==> config.mk <==
export PLATFORM = sky130hd
export DESIGN_NAME = uart_tx_frame
export DESIGN_NICKNAME = d
export VERILOG_FILES = /design/src/rtl/uart_pkg.sv /design/src/rtl/uart_tx_frame_baud_tick.sv /design/src/rtl/uart_tx_frame.sv
export SDC_FILE = /design/constraint.sdc
export NUM_CORES = 1
export LEC_CHECK = 0
export CORE_MARGIN = 4
export CORE_UTILIZATION = 50
export CTS_CLUSTER_SIZE = 25
export DETAILED_ROUTE_END_ITERATION = 6
export PLACE_DENSITY = 0.74
export SYNTH_ARGS = -nofsm -noshare
export SYNTH_HDL_FRONTEND = slang
export SYNTH_SLANG_ARGS = --single-unit
==> constraint.sdc <==
create_clock -name clk -period 1.8 [get_ports clk]
set_input_delay 0.54 -clock clk [delete_from_list [all_inputs] [get_ports clk]]
set_output_delay 0.54 -clock clk [all_outputs]
set_load 0.02 [all_outputs]
==> src/rtl/uart_pkg.sv <==
// Shared definitions for the UART transmitter and the planned receiver:
// parity-mode codes, the frame state encoding and the bit-period divider.
package uart_pkg;

    localparam int PAR_NONE = 0;
    localparam int PAR_ODD  = 1;
    localparam int PAR_EVEN = 2;

    typedef enum logic [2:0] {
        ST_IDLE  = 3'd0,
        ST_START = 3'd1,
        ST_DATA  = 3'd2,
        ST_PAR   = 3'd3,
        ST_STOP  = 3'd4
    } tx_state_e;

    // Clocks per line bit, rounded to the nearest integer.
    function automatic int calc_div(input int clk_freq, input int baud);
        return (clk_freq + baud / 2) / baud;
    endfunction

endpackage

==> src/rtl/uart_tx_frame_baud_tick.sv <==
// Bit-period timer: counts clocks while clr is low and emits a one-cycle
// tick on the last clock of every DIV-clock period. Shared with the receiver.
module uart_baud_tick #(
    parameter int DIV = 434
) (
    input  logic clk,
    input  logic rstn,
    input  logic clr,
    output logic tick
);

    localparam int CW = (DIV > 1) ? $clog2(DIV) : 1;

    logic [CW-1:0] cnt_q;
    logic [CW-1:0] cnt_d;

    assign tick = (cnt_q == CW'(DIV - 1));

    // Hold at zero while cleared, otherwise count and wrap after the tick.
    always_comb begin
        cnt_d = cnt_q;
        if (clr || tick) begin
            cnt_d = '0;
        end else begin
            cnt_d = cnt_q + CW'(1);
        end
    end

    // Counter register.
    always_ff @(posedge clk or negedge rstn) begin
        if (!rstn) begin
            cnt_q <= '0;
        end else begin
            cnt_q <= cnt_d;
        end
    end

endmodule

==> src/rtl/uart_tx_frame.sv <==
// Parametrised UART transmitter with a valid/ready byte input.
// Optional build macro UART_TX_FIFO_EN inserts a FIFO_DEPTH-entry input
// FIFO between the stream and the frame sequencer.
module uart_tx_frame
    import uart_pkg::*;
#(
    parameter int CLK_FREQ   = 50000000,
    parameter int BAUD       = 115200,
    parameter int DATA_W     = 8,
    parameter int PARITY     = 0,
    parameter int STOP_BITS  = 1,
    parameter int FIFO_DEPTH = 16
) (
    input  logic              clk,
    input  logic              rstn,
    input  logic [DATA_W-1:0] s_data,
    input  logic              s_valid,
    output logic              s_ready,
    output logic              uart_tx,
    output logic              busy,
    output logic              tx_done
);

    localparam int DIV = calc_div(CLK_FREQ, BAUD);

    if (DATA_W < 5 || DATA_W > 9 || (STOP_BITS != 1 && STOP_BITS != 2) ||
        (PARITY != PAR_NONE && PARITY != PAR_ODD && PARITY != PAR_EVEN) ||
        DIV < 2 || FIFO_DEPTH < 2 || (FIFO_DEPTH & (FIFO_DEPTH - 1)) != 0) begin : g_bad_param
        $fatal(1, "uart_tx_frame: illegal parameter combination");
    end

    tx_state_e         state_q, state_d;
    logic [DATA_W-1:0] shift_q, shift_d;
    logic [3:0]        cnt_q, cnt_d;
    logic              par_q, par_d;
    logic              tx_q, tx_d;

    logic              baud_tick;
    logic              last_stop;
    logic              load_slot;
    logic              load;
    logic [DATA_W-1:0] load_data;

    uart_baud_tick #(.DIV(DIV)) u_baud (
        .clk  (clk),
        .rstn (rstn),
        .clr  (state_q == ST_IDLE),
        .tick (baud_tick)
    );

    // The final clock of the last stop bit doubles as a load slot so a
    // waiting word starts its frame with no idle gap.
    assign last_stop = (state_q == ST_STOP) && baud_tick && (cnt_q == 4'(STOP_BITS - 1));
    assign load_slot = (state_q == ST_IDLE) || last_stop;
    assign tx_done   = last_stop;
    assign uart_tx   = tx_q;

`ifdef UART_TX_FIFO_EN
    localparam int AW = $clog2(FIFO_DEPTH);

    logic [DATA_W-1:0] fifo_mem [FIFO_DEPTH];
    logic [AW:0]       wr_ptr_q, wr_ptr_d, rd_ptr_q, rd_ptr_d;
    logic              fifo_empty;
    logic              fifo_full;
    logic              fifo_wr;

    assign fifo_empty = (wr_ptr_q == rd_ptr_q);
    assign fifo_full  = ((wr_ptr_q - rd_ptr_q) == (AW + 1)'(FIFO_DEPTH));
    assign load       = load_slot && !fifo_empty;
    assign load_data  = fifo_mem[rd_ptr_q[AW-1:0]];
    // A pop in the same cycle frees a slot, so a full FIFO can still accept.
    assign s_ready    = !fifo_full || load;
    assign fifo_wr    = s_valid && s_ready;
    assign busy       = (state_q != ST_IDLE) || !fifo_empty;

    // Pointer advance on write and on pop.
    always_comb begin
        wr_ptr_d = wr_ptr_q + (AW + 1)'(fifo_wr);
        rd_ptr_d = rd_ptr_q + (AW + 1)'(load);
    end

    // FIFO pointers.
    always_ff @(posedge clk or negedge rstn) begin
        if (!rstn) begin
            wr_ptr_q <= '0;
            rd_ptr_q <= '0;
        end else begin
            wr_ptr_q <= wr_ptr_d;
            rd_ptr_q <= rd_ptr_d;
        end
    end

    // FIFO storage; contents are don't-care until written.
    always_ff @(posedge clk) begin
        if (fifo_wr) begin
            fifo_mem[wr_ptr_q[AW-1:0]] <= s_data;
        end
    end
`else
    assign s_ready   = load_slot;
    assign load      = s_valid && load_slot;
    assign load_data = s_data;
    assign busy      = (state_q != ST_IDLE);
`endif

    // Frame sequencer: advances one line bit per baud tick; a load
    // overrides everything and starts a fresh frame on the next clock.
    always_comb begin
        state_d = state_q;
        shift_d = shift_q;
        cnt_d   = cnt_q;
        par_d   = par_q;
        tx_d    = tx_q;
        case (state_q)
            ST_IDLE: begin
                tx_d = 1'b1;
            end
            ST_START: begin
                if (baud_tick) begin
                    state_d = ST_DATA;
                    tx_d    = shift_q[0];
                    cnt_d   = '0;
                end
            end
            ST_DATA: begin
                if (baud_tick) begin
                    if (cnt_q == 4'(DATA_W - 1)) begin
                        if (PARITY != PAR_NONE) begin
                            state_d = ST_PAR;
                            tx_d    = par_q;
                        end else begin
                            state_d = ST_STOP;
                            tx_d    = 1'b1;
                            cnt_d   = '0;
                        end
                    end else begin
                        shift_d = shift_q >> 1;
                        tx_d    = shift_q[1];
                        cnt_d   = cnt_q + 4'd1;
                    end
                end
            end
            ST_PAR: begin
                if (baud_tick) begin
                    state_d = ST_STOP;
                    tx_d    = 1'b1;
                    cnt_d   = '0;
                end
            end
            ST_STOP: begin
                if (baud_tick) begin
                    if (last_stop) begin
                        state_d = ST_IDLE;
                        cnt_d   = '0;
                    end else begin
                        cnt_d = cnt_q + 4'd1;
                    end
                    tx_d = 1'b1;
                end
            end
            default: begin
                state_d = ST_IDLE;
                tx_d    = 1'b1;
                cnt_d   = '0;
            end
        endcase
        if (load) begin
            state_d = ST_START;
            tx_d    = 1'b0;
            shift_d = load_data;
            par_d   = (^load_data) ^ (PARITY == PAR_ODD);
            cnt_d   = '0;
        end
    end

    // Sequencer registers; reset drives the line high at once.
    always_ff @(posedge clk or negedge rstn) begin
        if (!rstn) begin
            state_q <= ST_IDLE;
            shift_q <= '0;
            cnt_q   <= '0;
            par_q   <= 1'b0;
            tx_q    <= 1'b1;
        end else begin
            state_q <= state_d;
            shift_q <= shift_d;
            cnt_q   <= cnt_d;
            par_q   <= par_d;
            tx_q    <= tx_d;
        end
    end

endmodule

==> summary.txt <==
Synthesis
  • Distinct cells, synth: 45
  • Mapped Cells: 150
  • Number of synthesized flops with an enable pin: 0
  • Post-synth ARST share: 1.00
  • Syn_area_per_cell: 9.83 um2
  • Prevailing post-synth register cell: dfrtp_1
  • Cell area after synthesis: roughly 1500 um2
  • Yosys warning count: 0
  • Sequential fraction of the synthesis area: 0.425
  • Post-Syn Nets: ~170
  • Synthesized flop and latch total: 25

Worst setup path
  • CP cell instances: inv_2 -> ha_4 -> or3b_4 -> nor3_4 -> buf_6
  • Worst path max stage delay: 0.42 ns
  • Worst setup EP type: output port
  • Critical path startpoint category: register
  • Critical path buffers and inverters: 2
  • Slowest-stage cell, CP: dfrtp_1
  • Worst EP arrival: between 1.5 and 2 ns
  • Critical path fanouts, max: 2
  • Req. time, crit path: ~1.3 ns
  • Crit Path Class: register to output port
  • Top Family by Delay on Critical Path: simple AND/OR/NAND/NOR gates

CTS
  • Sink Count: 25
  • Total CTS buffers: 3
  • CTS Hold Buffers Added: 0
  • CTS tree: done
  • Worst skew pair latency: 0.32 ns
  • Htree depth: 1
  • Clock root cell: clkbuf_4
  • Clock Pin Slew Worst Setup and Hold Paths: approximately 0.15 ns
  • Clock Tree Buf Depth: 2

Floorplan
  • Std cell rows: 19
  • Die Y-Extent: around 62 um
  • # IOs: 15
  • Starting density of the core: 0.530
  • Chip Width: ~62 um
  • Die ar.: approximately 3900 um2
  • Placeable Area: 2780 um2

Detailed routing
  • DR pass1 iterations: 4
  • Total Wirelength: between 3 and 4 mm
  • Post-DR wirelength/cell: roughly 17 um
  • Via count: 1377
  • Vias per std cell: ~6
  • 1st-iter DRT viols: 88
  • Post-route ant nets: 0
  • Remaining DRCs: 0

Pwr
  • Power, Total: 0.911 mW
  • Sw Pwr: between 0.2 and 0.25 mW
  • Switching share of power: 0.240
  • Pwr Density: around 420 nW/um2
  • Gate power share: 0.067
  • Sequential Power Share: 0.637
  • Max VDD drop: between 0.0004 and 0.0005 V
  • Clock power frac: 0.296
  • Internal Power: just under 0.7 mW
  • Leak Pwr: slightly below 1 nW

Timing
  • Setup violations, final: 7
  • Post-route minimum period: ~2.2 ns
  • Final Worst Setup Slack: -0.393 ns
  • Worst Max-Slew Pin Slew: ~0.32 ns
  • Hold Slack: approximately 0.5 ns
  • Final hold viol count: 0
  • RSZ-0062 raised after global routing: true
  • Max Freq: 456 MHz
  • Max_slew headroom: 0.783
  • Skew final: 0.00402 ns
  • Final worst-path cycle share: 1.22
  • Post-Route Setup TNS: -1.10 ns
  • Max-slew violation count: 0

Run status
  • Failing checks: negative setup slack
  • Outcome: complete, but fails checks

Layout
  • Register area: 627 um2
  • N_diodes: 0
  • Nets: 218
  • Most frequent cells in the layout: 36 x buf_4, 24 x dfrtp_1, 12 x nor2_1
  • Commonest non-fill, non-tap cell in the layout: buf_4
  • Post-route cell area: roughly 2100 um2
  • Area of the multi-input gates: ~950 um2
  • Area Growth Syn to Fin: 45.6%
  • Layout cells sized above 1: 0.416
  • Fin util: 0.771
  • Fillcell total: around 190
  • Finished Layout Cells: around 230

Placed design
  • DPL Wire Length: 2.66 mm
  • Post-place setup slack: -0.505 ns
  • Routability congestion estimate: between 0.8 and 0.9
  • Port Buffers: 14
  • Inst Count DP: about 220
  • Placed inst area: between 1500 and 2000 um2

Global route
  • First-pass GRT wire length: 6.31 mm
  • GRT overflow: 0
  • Number of global-route vias before repair: approximately 1400
  • Initial antenna violation count: 0
  • Total GRT Usage: 0.195
  • Largest net degree at the start of global routing: 26

Worst hold path
  • Worst Hold Class: register to register

Run
  • Max-Cap Viols: 0
power by group through the flow:
stage	clock, mW	sequential [mW]	combinational [mW]
after floorplan	0	0.589	0.0172
after global placement	0	0.589	0.0566
after detailed placement	0	0.590	0.0590
after CTS	0.275	0.580	0.0586
after global routing	0.304	0.582	0.0676
final	0.270	0.581	0.0608
worst reg2reg max path: stages, from the launching register on:
cell       delay, ns
dfrtp_1         0.42
inv_2           0.08
ha_4            0.13
or3b_4          0.39
buf_4           0.15
buf_6           0.12
o2bb2ai_4       0.14
a21oi_2         0.08
a221o_1         0.28
cell usage after synthesis, types with 4 or more instances:
master / n / area share
nor2_1: 12 / 0.031
and2_1: 4 / 0.017
o21ai_0: 5 / 0.017
a21oi_2: 5 / 0.030
nand2_1: 8 / 0.020
mux2i_1: 6 / 0.041
a21oi_1: 7 / 0.024
inv_1: 7 / 0.018
o31ai_1: 4 / 0.020
nor3_1: 9 / 0.031
dfrtp_1: 24 / 0.41
xnor2_1: 5 / 0.030
ha_1: 4 / 0.034
cell families after synthesis:
| family | after synthesis | share of synthesized area |
|---|---|---|
| compound gates | 35 | 0.177 |
| xor+xnor | 8 | 0.0475 |
| fa+ha+maj | 4 | 0.0340 |
| buf+inv | 14 | 0.0433 |
| flops | 25 | 0.425 |
| mux | 6 | 0.0407 |
| simple gates | 58 | 0.233 |
path summary, 6_finish.rpt:
check                                     start                endpoint  slack (ns)  cells past startpoint
setup / recovery           cnt_q[0]$_DFFE_PN0P_                 tx_done       -0.39                      5
hold / removal              uart_tx$_DFFE_PN1P_     uart_tx$_DFFE_PN1P_        0.51                      2
setup reg to reg           cnt_q[0]$_DFFE_PN0P_  shift_q[4]$_DFFE_PN0P_       -0.09                      8
hold reg to reg             uart_tx$_DFFE_PN1P_     uart_tx$_DFFE_PN1P_        0.51                      2
max in group asynchronous                  rstn     uart_tx$_DFFE_PN1P_        0.95                      2
min in group asynchronous                  rstn  state_q[1]$_DFFE_PN0P_        0.55                      2
final cells by class:
| type | instances | share of cell area |
|---|---|---|
| Inverter | 7 | 0.0122 |
| Timing Repair Buffer | 55 | 0.219 |
| Clock inverter | 1 | 0.00350 |
| Multi-Input combinational cell | 111 | 0.445 |
| Tap cell | 31 | 0.0181 |
| Sequential cell | 25 | 0.292 |
| Clock buffer | 3 | 0.0105 |
registers in the layout (all words and copies together) (netlist names):
register and count:
u_baud.cnt_q 9, state_q 3, uart_tx 1, shift_q 8
cnt_q 4
repair_timing:
action                                  CTS  global route
pin swaps                                 2            11
gates resized for setup                  33            21
endpoints found under the setup margin   13            22
buffers inserted                          7             6
gates cloned                              0             0
hold endpoints to repair                  0             0
metal layers:
| layer | global-route usage | wire length, um |
|---|---|---|
| met5 | 0 | 0 |
| met4 | 0.0663 | 83 |
| met3 | 0.0360 | 205 |
| met2 | 0.347 | 2110 |
| met1 | 0.233 | 1580 |
Power figures use the tool's default switching activity.
